--- src/rtl/ppu_data_port_ctrl_pkg.sv ---
// Shared constants and types for the PPU CPU-side data port: register selects,
// data-port FSM states and palette address map.
package ppu_data_port_ctrl_pkg;

  localparam logic [2:0] RS_STATUS = 3'd2;
  localparam logic [2:0] RS_SCROLL = 3'd5;
  localparam logic [2:0] RS_ADDR   = 3'd6;
  localparam logic [2:0] RS_DATA   = 3'd7;

  localparam logic [13:0] PAL_BASE_DEF    = 14'h3F00;
  // Palette reads also fetch the nametable byte hidden underneath.
  localparam logic [13:0] PAL_MIRROR_MASK = 14'h2FFF;

  typedef enum logic [1:0] {
    ST_IDLE = 2'd0,
    ST_PEND = 2'd1,
    ST_ACC  = 2'd2
  } dport_state_e;

endpackage

--- src/rtl/ppu_data_port_ctrl_addr_incr.sv ---
// VRAM address post-increment: +1 or +32, wrapping at the address width.
module ppu_addr_incr
  import ppu_data_port_ctrl_pkg::*;
#(
  parameter int W = 14
) (
  input  logic [W-1:0] addr,
  input  logic         inc32,
  output logic [W-1:0] addr_nxt
);

  assign addr_nxt = addr + (inc32 ? W'(32) : W'(1));

endmodule

--- src/rtl/ppu_data_port_ctrl.sv ---
// CPU-side PPU data port: $2002/$2005/$2006/$2007 sequencing, shared write
// toggle, VRAM address register, $2007 read buffer and VRAM bus handshake.
module ppu_data_port_ctrl
  import ppu_data_port_ctrl_pkg::*;
#(
  parameter int              ADDR_W   = 14,
  parameter logic [ADDR_W-1:0] PAL_BASE = ADDR_W'(PAL_BASE_DEF)
) (
  input  logic              PCLK,
  input  logic              n_RES,
  input  logic              acc_stb,
  input  logic [2:0]        RS,
  input  logic              RnW,
  input  logic [7:0]        cpu_din,
  output logic [7:0]        cpu_dout,
  input  logic              I_1_32,
  input  logic              render_busy,
  output logic              vram_req,
  output logic              vram_we,
  output logic [ADDR_W-1:0] vram_addr,
  output logic [7:0]        vram_wdata,
  input  logic              vram_ack,
  input  logic [7:0]        vram_rdata,
  input  logic [7:0]        pal_rdata,
  output logic              scroll_wr_first,
  output logic              scroll_wr_second,
  output logic [7:0]        scroll_data,
  output logic              toggle,
  output logic              overrun
);

  dport_state_e state_q, state_d;

  logic              toggle_q, toggle_d;
  logic [ADDR_W-1:0] addr_q, addr_d, addr_inc;
  logic [ADDR_W-9:0] temp_hi_q, temp_hi_d;
  logic [7:0]        rd_buf_q, rd_buf_d;
  logic [7:0]        cpu_dout_q, cpu_dout_d;
  logic              we_q, we_d;
  logic [7:0]        wdata_q, wdata_d;
  logic [ADDR_W-1:0] vaddr_q, vaddr_d;
  logic              scr_first_q, scr_first_d, scr_second_q, scr_second_d;
  logic [7:0]        scroll_data_q, scroll_data_d;
  logic              overrun_q, overrun_d;

  logic status_rd, scroll_wr, addr_wr, data_acc, accept, done, in_pal;

  assign status_rd = acc_stb & (RS == RS_STATUS) & RnW;
  assign scroll_wr = acc_stb & (RS == RS_SCROLL) & ~RnW;
  assign addr_wr   = acc_stb & (RS == RS_ADDR) & ~RnW;
  assign data_acc  = acc_stb & (RS == RS_DATA);
  assign accept    = data_acc & (state_q == ST_IDLE);
  assign done      = (state_q == ST_ACC) & vram_ack;
  assign in_pal    = (addr_q >= PAL_BASE);

  ppu_addr_incr #(.W(ADDR_W)) u_incr (
    .addr     (addr_q),
    .inc32    (I_1_32),
    .addr_nxt (addr_inc)
  );

  always_ff @(posedge PCLK or negedge n_RES) begin
    if (!n_RES) state_q <= ST_IDLE;
    else        state_q <= state_d;
  end

  always_comb begin
    state_d = state_q;
    unique case (state_q)
      ST_IDLE: if (data_acc)     state_d = ST_PEND;
      ST_PEND: if (!render_busy) state_d = ST_ACC;
      ST_ACC:  if (vram_ack)     state_d = ST_IDLE;
      default:                   state_d = ST_IDLE;
    endcase
  end

  // Request comes straight off the state flop so reset withdraws it at once.
  always_comb begin
    vram_req = (state_q == ST_ACC);
  end

  always_comb begin
    toggle_d      = toggle_q;
    addr_d        = addr_q;
    temp_hi_d     = temp_hi_q;
    rd_buf_d      = rd_buf_q;
    cpu_dout_d    = cpu_dout_q;
    we_d          = we_q;
    wdata_d       = wdata_q;
    vaddr_d       = vaddr_q;
    scr_first_d   = scroll_wr & ~toggle_q;
    scr_second_d  = scroll_wr & toggle_q;
    scroll_data_d = scroll_wr ? cpu_din : scroll_data_q;
    overrun_d     = overrun_q | (data_acc & (state_q != ST_IDLE));

    if (status_rd)                 toggle_d = 1'b0;
    else if (scroll_wr | addr_wr)  toggle_d = ~toggle_q;

    if (done) begin
      addr_d = addr_inc;
      if (!we_q) rd_buf_d = vram_rdata;
    end

    // A $2006 pair mid-access retargets addr; the in-flight vram_addr is latched.
    if (addr_wr) begin
      if (!toggle_q) temp_hi_d = cpu_din[ADDR_W-9:0];
      else           addr_d    = {temp_hi_q, cpu_din};
    end

    if (accept) begin
      we_d = ~RnW;
      if (!RnW) begin
        wdata_d = cpu_din;
        vaddr_d = addr_q;
      end else begin
        vaddr_d    = in_pal ? (addr_q & ADDR_W'(PAL_MIRROR_MASK)) : addr_q;
        cpu_dout_d = in_pal ? pal_rdata : rd_buf_q;
      end
    end
  end

  always_ff @(posedge PCLK or negedge n_RES) begin
    if (!n_RES) begin
      toggle_q      <= 1'b0;
      addr_q        <= '0;
      temp_hi_q     <= '0;
      rd_buf_q      <= '0;
      cpu_dout_q    <= '0;
      we_q          <= 1'b0;
      wdata_q       <= '0;
      vaddr_q       <= '0;
      scr_first_q   <= 1'b0;
      scr_second_q  <= 1'b0;
      scroll_data_q <= '0;
      overrun_q     <= 1'b0;
    end else begin
      toggle_q      <= toggle_d;
      addr_q        <= addr_d;
      temp_hi_q     <= temp_hi_d;
      rd_buf_q      <= rd_buf_d;
      cpu_dout_q    <= cpu_dout_d;
      we_q          <= we_d;
      wdata_q       <= wdata_d;
      vaddr_q       <= vaddr_d;
      scr_first_q   <= scr_first_d;
      scr_second_q  <= scr_second_d;
      scroll_data_q <= scroll_data_d;
      overrun_q     <= overrun_d;
    end
  end

  assign cpu_dout         = cpu_dout_q;
  assign vram_we          = we_q;
  assign vram_addr        = vaddr_q;
  assign vram_wdata       = wdata_q;
  assign scroll_wr_first  = scr_first_q;
  assign scroll_wr_second = scr_second_q;
  assign scroll_data      = scroll_data_q;
  assign toggle           = toggle_q;
  assign overrun          = overrun_q;

endmodule

--- config.mk ---
export PLATFORM = sky130hd
export DESIGN_NAME = ppu_data_port_ctrl
export DESIGN_NICKNAME = d
export VERILOG_FILES = /design/src/rtl/ppu_data_port_ctrl_pkg.sv /design/src/rtl/ppu_data_port_ctrl_addr_incr.sv /design/src/rtl/ppu_data_port_ctrl.sv
export SDC_FILE = /design/constraint.sdc
export NUM_CORES = 1
export LEC_CHECK = 0
export CAP_MARGIN = 30
export CORE_MARGIN = 2
export CORE_UTILIZATION = 53
export CTS_CLUSTER_DIAMETER = 30
export DETAILED_ROUTE_END_ITERATION = 12
export PLACE_DENSITY = 0.88
export RECOVER_POWER = 50
export SYNTH_ARGS = -nofsm -noshare
export SYNTH_HDL_FRONTEND = slang
export SYNTH_SLANG_ARGS = --single-unit
--- constraint.sdc ---
create_clock -name PCLK -period 4.8 [get_ports PCLK]
set_clock_uncertainty 0.15 [all_clocks]
set_input_delay 0.96 -clock PCLK [delete_from_list [all_inputs] [get_ports PCLK]]
set_output_delay 0.96 -clock PCLK [all_outputs]
set_load 0.05 [all_outputs]
-- Yosys cells after proc, flatten, opt, wreduce, memory -nomap -nowiden
Index checks and enable logic that the tools add are counted.
- word-level logic and storage cells: 62
- bits in registers: 73
- bits of input ports: 34
- mux-type cells: 13
- equal/unequal tests: 9
- $add $sub $neg: 1
- reduce and logical (&&, ||, !) cells: 8
- bitwise gates (word level): 17
- $lt $le $gt $ge: 1
- operator list (operator ; number):
    $mux 14 ; 3
    $mux 13 ; 2
    $add 14x6->14 ; 1
    $ge 14x14->1 const B ; 1
    $and 1x1->1 ; 12
    $eq 3x3->1 const B ; 3
    $mux 8 ; 1
    $reduce_and 2->1 ; 4
    $mux 2 ; 3
    $mux 6 ; 1
    $pmux 2 s3 ; 1
    $ne 2x2->1 const B ; 2
    $reduce_bool 2->1 ; 2
    $eq 3x2->1 const B ; 1
    $not 1->1 ; 3
    $reduce_and 3->1 ; 1
    $eq 2x1->1 const B ; 1
    $eq 2x2->1 const B ; 1
    $logic_not 2->1 ; 1
    $mux 1 ; 2
    $ne 2x1->1 const B ; 1
    $or 1x1->1 ; 2

-- Longest topological paths before layout
- depth after elaboration: 6
- gate-level depth with buffers: 6

-- Hierarchy
From an unflattened synthesis, not the netlist that was laid out.
- cell total of the unflattened synthesis: 282
- area total of the unflattened synthesis: 3558.4 um^2
- by module, submodules not included (module ; cells each ; area an instance (um^2) ; sequential area each (um^2) ; instances):
    ppu_data_port_ctrl ; 222 ; 3163.0 ; 1826.8 ; 1
    ppu_addr_incr ; 60 ; 395.4 ; 0.0 ; 1

-- Least setup slack after synthesis
Ideal clock, no wire load.
- path kind: in2reg
- start point: input port I_1_32
- end point: register addr_q[12]
- setup time: 0.082 ns
- stages on the path: 6
- data required time: 4.568 ns
- data arrival time: 2.215 ns
- slack: 2.353 ns
- cell sequence: inv_1 ha_1 ha_1 a31oi_1 or4_1 a31oi_1
- word-level cells in the longest chain between the ends: 5
- ends and longest elaborated chain (element ; RTL line ; RTL):
    start: declaration ; ppu_data_port_ctrl.sv:16 ; input logic I_1_32,
    $mux 6 (*) ; ppu_data_port_ctrl_addr_incr.sv:12 ; assign addr_nxt = addr + (inc32 ? W'(32) : W'(1));
    $add 14x6->14 (*) ; ppu_data_port_ctrl_addr_incr.sv:12 ;
    $mux 14 (*) ; ppu_data_port_ctrl.sv:99 ; if (done) begin
    $mux 14 ; ppu_data_port_ctrl.sv:106 ; if (!toggle_q) temp_hi_d = cpu_din[ADDR_W-9:0];
    $mux 14 (*) ; ppu_data_port_ctrl.sv:105 ; if (addr_wr) begin
    named net addr_d[12] ; ppu_data_port_ctrl.sv:35 ; logic [ADDR_W-1:0] addr_q, addr_d, addr_inc;
    end signal: assignment ; ppu_data_port_ctrl.sv:138 ; addr_q <= addr_d;
    end: declaration ; ppu_data_port_ctrl.sv:35 ;
Mark *: on every way through the listed nets, which the timed path passes. The rest lies on a longest branch.
A chain may end at the register's enable or synchronous reset.

==> flow_summary.json <==
{
  "post-place-ws_ps": 1410,
  "crit_required_ps": 5030,
  "die_y_um": 81.6,
  "grt_first_pass_wirelength_um": 11600,
  "synth-edff-count": 0,
  "viasPerCell": 5.63,
  "vias": 2381,
  "drc": 0,
  "clkLatencyLatePin_ps": 340,
  "dieArea_um2": 6660,
  "grt_overflow": 0,
  "crit_slowest_cell": "clkbuf_1",
  "floorplan.initialDensity_pct": 54.3,
  "drtAntennaViolNets": 0,
  "timing.rr.start": "state_q[1]",
  "swShare_pct": 39.3,
  "areaGrowthSynthToFinish_pct": 32.6,
  "post_cts_buffers": 0,
  "layoutNonFillerInstCount": 423,
  "period_share_pct": 68.0,
  "ctsHoldBuffers": 0,
  "first_global_vias": 2389,
  "layout_setup_ws_ps": 1540,
  "cts-root-buf": "clkbuf_8",
  "cts.reportedPaths.clkPinSlew_ps": 70,
  "pwr_density_cell_nw_per_um2": 599,
  "finalHoldWorstSlack_ps": 234,
  "yosysWarnings": 0,
  "wl_per_cell_um": 16.8,
  "reg2reg_to": "vram_wdata[0]",
  "fin_tns_setup_ps": 0,
  "drive_gt1_share_pct": 18.1,
  "cp-start-kind": "primary input",
  "crit_type": "primary input to async pin",
  "gr-usage-all-layers_pct": 23.3,
  "violations": "max-capacitance violations, max-slew violations",
  "cap_violations": 1,
  "avgSynthCellArea_um2": 12.2,
  "antenna_found_initial": 0,
  "p_comb_share_pct": 39.4,
  "synth_flop_cell": "dfrtp_1",
  "max_stage_delay_ps": 1580,
  "path_max_fanout": 42,
  "drtIter0Drc": 177,
  "met3_usage_pct": 5.27,
  "firstDrtPassIters": 4,
  "htree_levels": 3,
  "slew_headroom_pct": -47.2,
  "io_buffers": 77,
  "placeableCoreArea_um2": 5890,
  "rrSetupSlack_ps": 2630,
  "cts_buffer_depth": 2,
  "synth_cells": 262,
  "ioPinCount": 78,
  "cp_common_cell": "clkbuf_1",
  "post-route-min-period_ps": 3260,
  "slew_violations": 43,
  "fmax_mhz": 306,
  "status": "finished with violations",
  "synthDistinctLibCells": 39,
  "worst-r2r-cell-count": 4,
  "leakage_nw": 1.82,
  "p_sw_mw": 0.997,
  "grt_use_met1_pct": 31.1,
  "syn-num-nets": 299,
  "async_flop_share_pct": 100,
  "fin_util_pct": 72.0,
  "die_w_um": 81.6,
  "ir_drop_v": 0.000399,
  "antennaDiodeCount": 0,
  "postCtsResizedCells": 0,
  "gp_congestion": 0.768,
  "synth_top_area_share_pct": 57.2,
  "cts.sink_count": 73,
  "finalHoldViolations": 0,
  "synth_top_area_cell": "dfrtp_1",
  "cts_tree": "done",
  "setup_viol": 0,
  "layout.nets": 380,
  "use_met2_pct": 37.4,
  "dp_hpwl_um": 4880,
  "intPower_mw": 1.54,
  "routed_wl_um": 7100,
  "ys_ff_latch": 73,
  "synth_area_leaders": "dfrtp_1 (57%), mux2_2 (15%), nand2_1 (2.9%)",
  "dp.cells": 406,
  "endpoint_kind": "async pin",
  "seq_power_share_pct": 39.5,
  "busiest_layer": "met2",
  "rows": 28,
  "clkPwrFrac_pct": 21.0,
  "tightest_slew_ps": 2210,
  "arrival_ps": 3500,
  "cts_buffers": 9,
  "rsz0062_at_grt": "false",
  "worstHoldPathType": "primary input to async pin",
  "grt_max_degree": 44,
  "yosysSeqAreaShare_pct": 57.2,
  "path_cells": "clkbuf_1 -> clkbuf_1 -> clkbuf_2",
  "synth_area_um2": 3190
}
-- per-layer routing --
| layer | up-vias | routed length [um] |
|---|---|---|
| met5 | - | 0 |
| met4 | 0 | 71 |
| met3 | 9 | 459 |
| met2 | 92 | 3460 |
| met1 | 1176 | 3110 |
| li1 | 1104 | - |
-- power by group through the flow --
| stage | combinational (mW) | clock, mW | sequential [mW] |
|---|---|---|---|
| 2_1_floorplan | 0.268 | 0 | 1.38 |
| 4_1_cts | 1.01 | 0.544 | 1.00 |
| 6_report | 1.00 | 0.533 | 1.00 |
| 3_3_place_gp | 0.983 | 0 | 0.997 |
| 3_5_place_dp | 1.00 | 0 | 1.01 |
| 5_1_grt | 1.06 | 0.573 | 1.03 |
-- kinds of logic after synthesis --
| group | share of synthesized area (%) |
|---|---|
| compound gates | 8.42 |
| flops | 57.2 |
| fa+ha+maj | 1.18 |
| simple gates | 12.9 |
| xor+xnor | 1.10 |
| buf+inv | 1.92 |
| mux | 17.3 |
-- area by class of cell --
| cell class | instances | area, um^2 |
|---|---|---|
| inverter | 4 | 15.0 |
| tap | 75 | 93.8 |
| multi-input combinational | 176 | 1300 |
| clock inverter | 2 | 60.1 |
| sequential | 73 | 1830 |
| timing repair buffer | 79 | 773 |
| fill | 416 | 1650 |
| clock buffer | 14 | 163 |
-- cell usage after synthesis, types with 3 or more instances --
| library cell | number |
|---|---|
| buf_2 | 4 |
| o31ai_1 | 4 |
| or4_1 | 4 |
| o21ai_0 | 17 |
| xor2_1 | 4 |
| nand2_1 | 25 |
| dfrtp_1 | 73 |
| ha_1 | 3 |
| mux2_2 | 42 |
| and3b_1 | 4 |
| mux2i_1 | 8 |
| nor2b_1 | 3 |
| a31oi_1 | 11 |
| nor2_1 | 15 |
| clkbuf_1 | 4 |
| inv_1 | 4 |
| nand4_1 | 4 |
| or3_1 | 3 |
| nand3_1 | 4 |
-- worst max path at each step --
| stage | start | to | slack (ps) |
|---|---|---|---|
| 2_1_floorplan | I_1_32 | addr_q[12] | 2350 |
| 3_3_place_gp | RS[0] | vram_wdata[6] | 1520 |
| 3_5_place_dp | RS[0] | vram_wdata[4] | 1410 |
| 4_1_cts | RS[0] | vram_wdata[0] | 1770 |
| 5_1_grt | n_RES | addr_q[2] | 980 |
| 6_report | n_RES | vram_wdata[4] | 1540 |
-- registers in the layout, indices dropped and copies added (netlist names), 2 cells and up --
register	cells
vram_wdata	8
state_q	2
vram_addr	14
rd_buf_q	8
temp_hi_q	6
cpu_dout	8
scroll_data	8
addr_q	14
-- per-stage QoR --
stage	power [mW]	instance area, um^2
6_report	2.54	4240
5_1_grt	2.67	4240
4_1_cts	2.56	4240
3_3_place_gp	1.98	4020
2_1_floorplan	1.64	3190
3_5_place_dp	2.01	4020
-- critical path, delay by kind of cell --
family / cells / cell delay, ps
buf+inv: 3 / 2520
-- cell usage in the layout (no fill, tap or decap), types with 2 or more instances in the layout --
cell type and n:
o21ai_1 2, clkbuf_8 11, or4_1 4, dfrtp_1 73, o21ai_0 17, ha_1 3
or3_1 3, a21o_1 2, bufinv_16 2, clkdlybuf4s50_1 68, nor2b_1 3, o31ai_1 4
nor2_1 16, and3_1 2, nor3_1 2, a21oi_1 2, mux2i_1 8, xor2_1 4
clkbuf_1 5, a31oi_1 11, nand2_1 25, inv_1 4, nand3_1 4, nand4_1 4
and3b_1 4, mux2_2 42, dlygate4sd3_1 8
Power figures use the tool's default switching activity.
